===== src/rtl/parking_pkg.sv =====
// Shared sizing constants, slot index type and controller state encoding
// for the parking slot manager.
package parking_pkg;

   localparam int NUM_SLOTS = 16;
   localparam int VNO_W     = 32;
   localparam int SLOT_W    = 4;
   localparam int CNT_W     = 5;

   typedef logic [SLOT_W-1:0] slot_idx_t;

   typedef enum logic [1:0] {
      IDLE   = 2'd0,
      ALLOC  = 2'd1,
      SCAN   = 2'd2,
      REPORT = 2'd3
   } state_e;

endpackage


===== src/rtl/free_slot_finder.sv =====
// Combinational lowest-index free slot picker: priority encoder over the
// inverted occupancy vector, plus a flag when every slot is taken.
module free_slot_finder
   import parking_pkg::*;
#(
   parameter int N = NUM_SLOTS
) (
   input  logic [N-1:0]      occ_i,
   output logic [SLOT_W-1:0] idx_o,
   output logic              none_free_o
);

   logic [N-1:0] free;

   assign free        = ~occ_i;
   assign none_free_o = ~|free;

   // Walk from the top down so the lowest free index is the last one written.
   always_comb begin
      idx_o = '0;
      for (int i = N - 1; i >= 0; i--) begin
         if (free[i]) idx_o = SLOT_W'(i);
      end
   end

endmodule


===== src/rtl/parking_slot_manager.sv =====
// Parking slot manager: assigns the lowest free slot to entering vehicles,
// scans slots one per cycle to release leaving vehicles, and buffers one
// park and one exit request that arrive while an operation is in progress.
module parking_slot_manager
   import parking_pkg::*;
#(
   parameter int NUM_SLOTS = parking_pkg::NUM_SLOTS,
   parameter int VNO_W     = parking_pkg::VNO_W
) (
   input  logic             clk,
   input  logic             reset,
   input  logic             car_parked,
   input  logic [VNO_W-1:0] vehicle_no,
   input  logic             exit_req,
   input  logic [VNO_W-1:0] exit_vehicle_no,
   output logic             slot_valid,
   output logic [3:0]       slot_id,
   output logic             park_reject,
   output logic             exit_done,
   output logic [3:0]       exit_slot,
   output logic             exit_err,
   output logic [4:0]       occupancy,
   output logic             full,
   output logic             busy,
   output logic             overflow
);

   state_e               state_q, state_d;
   logic [NUM_SLOTS-1:0] occ_q, occ_d;
   logic [VNO_W-1:0]     vno_q [NUM_SLOTS];
   logic [CNT_W-1:0]     cnt_q, cnt_d;
   slot_idx_t            scan_q, scan_d;
   logic [VNO_W-1:0]     cur_vno_q, cur_vno_d;
   logic                 park_pend_q, park_pend_d;
   logic [VNO_W-1:0]     park_vno_q, park_vno_d;
   logic                 exit_pend_q, exit_pend_d;
   logic [VNO_W-1:0]     exit_vno_q, exit_vno_d;
   logic                 ovf_q, ovf_d;
   logic                 slot_valid_q, slot_valid_d;
   logic                 park_reject_q, park_reject_d;
   logic                 exit_done_q, exit_done_d;
   logic                 exit_err_q, exit_err_d;
   slot_idx_t            slot_id_q, slot_id_d;
   slot_idx_t            exit_slot_q, exit_slot_d;

   slot_idx_t            free_idx;
   logic                 none_free;
   logic                 vno_we;
   logic                 park_take, exit_take;

   free_slot_finder #(.N(NUM_SLOTS)) u_finder (
      .occ_i       (occ_q),
      .idx_o       (free_idx),
      .none_free_o (none_free)
   );

   // Next-state logic: request arbitration, pending latches and the FSM.
   always_comb begin
      // NOTE: every _d starts from its held value so no path leaves a latch.
      state_d       = state_q;
      occ_d         = occ_q;
      cnt_d         = cnt_q;
      scan_d        = scan_q;
      cur_vno_d     = cur_vno_q;
      park_pend_d   = park_pend_q;
      park_vno_d    = park_vno_q;
      exit_pend_d   = exit_pend_q;
      exit_vno_d    = exit_vno_q;
      ovf_d         = ovf_q;
      slot_valid_d  = 1'b0;
      park_reject_d = 1'b0;
      exit_done_d   = 1'b0;
      exit_err_d    = 1'b0;
      slot_id_d     = slot_id_q;
      exit_slot_d   = exit_slot_q;
      vno_we        = 1'b0;

      // Park always wins; an exit in the same cycle waits in its latch.
      park_take = (state_q == IDLE) && (park_pend_q || car_parked);
      exit_take = (state_q == IDLE) && !park_take && (exit_pend_q || exit_req);

      // A latch is free if empty or being drained this cycle.
      if (park_take && park_pend_q) park_pend_d = 1'b0;
      if (car_parked && !(park_take && !park_pend_q)) begin
         if (park_pend_q && !park_take) begin
            ovf_d = 1'b1;
         end else begin
            park_pend_d = 1'b1;
            park_vno_d  = vehicle_no;
         end
      end

      if (exit_take && exit_pend_q) exit_pend_d = 1'b0;
      if (exit_req && !(exit_take && !exit_pend_q)) begin
         if (exit_pend_q && !exit_take) begin
            ovf_d = 1'b1;
         end else begin
            exit_pend_d = 1'b1;
            exit_vno_d  = exit_vehicle_no;
         end
      end

      case (state_q)
         IDLE: begin
            if (park_take) begin
               state_d   = ALLOC;
               cur_vno_d = park_pend_q ? park_vno_q : vehicle_no;
            end else if (exit_take) begin
               state_d   = SCAN;
               scan_d    = '0;
               cur_vno_d = exit_pend_q ? exit_vno_q : exit_vehicle_no;
            end
         end
         ALLOC: begin
            state_d = IDLE;
            if (none_free) begin
               park_reject_d = 1'b1;
            end else begin
               occ_d[free_idx] = 1'b1;
               vno_we          = 1'b1;
               slot_valid_d    = 1'b1;
               slot_id_d       = free_idx;
               if (cnt_q != CNT_W'(NUM_SLOTS)) cnt_d = cnt_q + CNT_W'(1);
            end
         end
         SCAN: begin
            if (occ_q[scan_q] && (vno_q[scan_q] == cur_vno_q)) begin
               occ_d[scan_q] = 1'b0;
               exit_done_d   = 1'b1;
               exit_slot_d   = scan_q;
               state_d       = REPORT;
               if (cnt_q != '0) cnt_d = cnt_q - CNT_W'(1);
            end else if (scan_q == SLOT_W'(NUM_SLOTS - 1)) begin
               exit_err_d = 1'b1;
               state_d    = IDLE;
            end else begin
               scan_d = scan_q + SLOT_W'(1);
            end
         end
         REPORT:  state_d = IDLE;
         default: state_d = IDLE;
      endcase
   end

   // Control state, occupancy bits, pending latches and output pulses.
   always_ff @(posedge clk or posedge reset) begin
      if (reset) begin
         state_q       <= IDLE;
         occ_q         <= '0;
         cnt_q         <= '0;
         scan_q        <= '0;
         cur_vno_q     <= '0;
         park_pend_q   <= 1'b0;
         park_vno_q    <= '0;
         exit_pend_q   <= 1'b0;
         exit_vno_q    <= '0;
         ovf_q         <= 1'b0;
         slot_valid_q  <= 1'b0;
         park_reject_q <= 1'b0;
         exit_done_q   <= 1'b0;
         exit_err_q    <= 1'b0;
         slot_id_q     <= '0;
         exit_slot_q   <= '0;
      end else begin
         state_q       <= state_d;
         occ_q         <= occ_d;
         cnt_q         <= cnt_d;
         scan_q        <= scan_d;
         cur_vno_q     <= cur_vno_d;
         park_pend_q   <= park_pend_d;
         park_vno_q    <= park_vno_d;
         exit_pend_q   <= exit_pend_d;
         exit_vno_q    <= exit_vno_d;
         ovf_q         <= ovf_d;
         slot_valid_q  <= slot_valid_d;
         park_reject_q <= park_reject_d;
         exit_done_q   <= exit_done_d;
         exit_err_q    <= exit_err_d;
         slot_id_q     <= slot_id_d;
         exit_slot_q   <= exit_slot_d;
      end
   end

   // Vehicle numbers stored on allocation.
   // NOTE: no reset here -- a stale number is harmless because its occ bit is clear.
   always_ff @(posedge clk) begin
      if (vno_we) vno_q[free_idx] <= cur_vno_q;
   end

   assign slot_valid  = slot_valid_q;
   assign slot_id     = slot_id_q;
   assign park_reject = park_reject_q;
   assign exit_done   = exit_done_q;
   assign exit_slot   = exit_slot_q;
   assign exit_err    = exit_err_q;
   assign occupancy   = cnt_q;
   assign full        = (cnt_q == CNT_W'(NUM_SLOTS));
   assign busy        = (state_q != IDLE);
   assign overflow    = ovf_q;

endmodule


===== config.mk =====
export PLATFORM = sky130hd
export DESIGN_NAME = parking_slot_manager
export DESIGN_NICKNAME = d
export VERILOG_FILES = /design/src/rtl/parking_pkg.sv /design/src/rtl/free_slot_finder.sv /design/src/rtl/parking_slot_manager.sv
export SDC_FILE = /design/constraint.sdc
export NUM_CORES = 1
export LEC_CHECK = 0
export CAP_MARGIN = 15
export CORE_MARGIN = 8
export CORE_UTILIZATION = 40
export DETAILED_ROUTE_END_ITERATION = 8
export GPL_TIMING_DRIVEN = 1
export PLACE_DENSITY = 0.67
export SYNTH_ARGS = -nofsm -noshare
export SYNTH_HDL_FRONTEND = slang
export SYNTH_HIERARCHICAL = 1
export SYNTH_SLANG_ARGS = --single-unit

===== constraint.sdc =====
create_clock -name clk -period 4.6 [get_ports clk]
set_input_delay 1.15 -clock clk [delete_from_list [all_inputs] [get_ports clk]]
set_output_delay 1.15 -clock clk [all_outputs]
set_load 0.02 [all_outputs]

==> run metrics <==
vias in the first global route 16000; MaxCap Viol Count 0; Worst slew margin 0.259; NumNets Final 1840; Tmin final 4.28 ns; Critical Path AT 4.76 ns; Ys Warns 6; wire per inst 25.6 µm; post-cts sizing count 0; total number of vias 15600; crit-path cells buf_4 > mux4_2 > mux2i_1 > xor2_1 > a21oi_1 > a21oi_1 > nand4_1 > or4_4 > nor3_4 > buf_12 > nor2_1 > mux2_2; f_max 233 MHz; Synth async-reset ratio 0.212; Detail Route Antenna Nets 0; sequential power share 0.424; final hold violation count 0; ys flop type edfxtp_1; drt initial violations 1604; H-tree levels 3; nature of the critical path startpoint flip-flop; share of layout cells above drive strength 1 0.214; Slew Viols, Final 0; fin crit share 0.931; top sig layer met4; Die Y 277 µm; Area growth syn-to-layout 15.9%; peak supply drop 0.411 mV; commonest non-fill, non-tap cell in the layout edfxtp_1; Lkg Pwr 0.0112 µW; CTS tree done; CP bufs+invs 2; Avg Synthesized Cell Area 16.9 µm²; antenna violations before repair 0; placed cells 2577; status finished clean; Internal 13700 µW; Met1 Wirelength 28300 µm; CTS Hold Bufs 0; family with the most delay on the worst path simple AND/OR/NAND/NOR gates; Crit path required time 5.08 ns; CP Max Fanout 38; CTS Sinks 650; switching part of the total 0.344; first-pass GRT wire length 104000 µm; GRT Util Overall 0.178; Max Buffers Root-to-Sink 3; GR Overflow Total 0; final WL 69000 µm; post-CTS setup buffers 0; n_diodes 0; Final setup viols 0; Yosys cell types 88; crit path capture type flip-flop; initial core utilization 0.401; Worst-path clk slew 0.06 ns; met2 WL 33000 µm; Setup TNS Final 0 ns; Worst Hold Class reg -> reg; I/O Pins 88; clock power share 0.247; PD cells 661 mW/mm²; most frequent cells in the layout edfxtp_1, mux2i_1, dfrtp_1; detailed-router iteration count before antenna repair 6; CTS root buf clkbuf_16; Critical-path top delay cell dfrtp_4; DR DRC count 0; detailed placement HPWL 42700 µm; latest clock arrival within the worst-skew pair 0.61 ns; sequential area share after synthesis 0.689; core area 0.0681 mm²; Num CTS Buffers 67; port buffer count 87; die area 0.0769 mm²; worst slew pin tran 1.10 ns; Logic pwr share 0.329; num rows 96; crit-path most repeated cell a21oi_1; number of synthesized flops with an enable pin 512; Cells after Synth 1619; final non-filler cell total 2698; P_sw 7200 µW; largest net degree at the start of global routing 57; met3 WL 6170 µm; Worst Skew 0.0246 ns; Synth Register Bits 650; RSZ-0062 raised after global routing no; Synth Cell Area 0.0273 mm²; syn_nets 1695; max incr delay on CP 0.88 ns; Die Wd 277 µm; GPL Wtd Cong 0.884; Crit Path Class reg -> reg; DR vias/cell 5.77
[cells by family after synthesis]
logic type,after synthesis,share of synthesized area
mux,342,0.172
buf+inv,112,0.0227
xor+xnor,27,0.00866
simple gates,256,0.0457
fa+ha+maj,9,0.00431
compound gates,223,0.0573
flops,650,0.689
[per-stage QoR]
step	hold slack, ns	util	total power, µW	area [µm²]	worst slack [ns]
after floorplan	0.474	-	13300	27300	0.0906
after global placement	0.466	0.434	15700	29600	0.369
after detailed placement	0.466	0.434	15800	29600	0.355
after CTS	0.486	0.465	21000	31700	0.329
after global routing	0.510	0.465	21900	31700	0.169
final	0.480	0.465	20900	31700	0.316
[sequential cells by signal, summed over array words and instances (netlist names), 2 cells and up]
signal,flops
scan_q,4
cur_vno_q,32
occ_q,16
slot_id,4
occupancy,5
park_vno_q,32
vno_q,512
exit_slot,4
state_q,2
exit_vno_q,32
[power groups by stage]
| stage | Clock [µW] | Sequential (µW) | Combinational, µW |
|---|---|---|---|
| 2_1_floorplan | 0 | 8600 | 4750 |
| 3_3_place_gp | 0 | 8910 | 6790 |
| 3_5_place_dp | 0 | 8990 | 6850 |
| 4_1_cts | 5260 | 8870 | 6890 |
| 5_1_grt | 5480 | 9020 | 7390 |
| 6_report | 5180 | 8880 | 6880 |
[metal layers]
layer  GRT usage  vias to the layer above
li1            -                     6686
met1       0.243                     8050
met2       0.289                      739
met3      0.0371                      101
met4      0.0446                        0
met5           0                        -
[worst reg2reg max path: cells and delay by family, from the launching register on]
family / cells / cell delay, ns
flip-flops: 1 / 0.88
AND/OR/NAND/NOR: 4 / 1.08
buffers and inverters: 2 / 0.62
AO/OA/AOI/OAI: 2 / 0.42
multiplexers: 3 / 1.00
XOR/XNOR: 1 / 0.16
[cells in the mapped netlist (all sizes together) (21+ instances only)]
library cell / count / area (µm²)
a22oi: 21 / 158
o21ai: 48 / 240
dfrtp: 138 / 3450
nor2: 49 / 191
mux2: 95 / 1070
mux2i: 155 / 1550
clkbuf: 31 / 116
nand2: 93 / 352
mux4: 92 / 2080
nand3: 46 / 230
buf: 53 / 398
edfxtp: 512 / 15400
a21oi: 38 / 190
inv: 27 / 101
[area by class of cell]
class / count / area (µm²)
clock buffer: 94 / 1890
clock inverter: 27 / 204
fill: 5696 / 36400
inverter: 28 / 109
multi-input combinational: 857 / 7990
sequential: 650 / 18800
tap: 882 / 1100
timing repair buffer: 160 / 1530
[path summary, 6_finish.rpt]
check	from	to	slack, ns	depth (start not counted)
setup / recovery	scan_q[0]	occupancy[2]	0.32	12
hold / removal	slot_id[1]	slot_id[1]	0.48	2
setup reg to reg	scan_q[0]	occupancy[2]	0.32	12
hold reg to reg	slot_id[1]	slot_id[1]	0.48	2
max in group asynchronous	reset	exit_vno_q[17]	2.68	3
min in group asynchronous	reset	slot_id[2]	1.13	2
No activity file was read; power rests on OpenSTA's default activity.
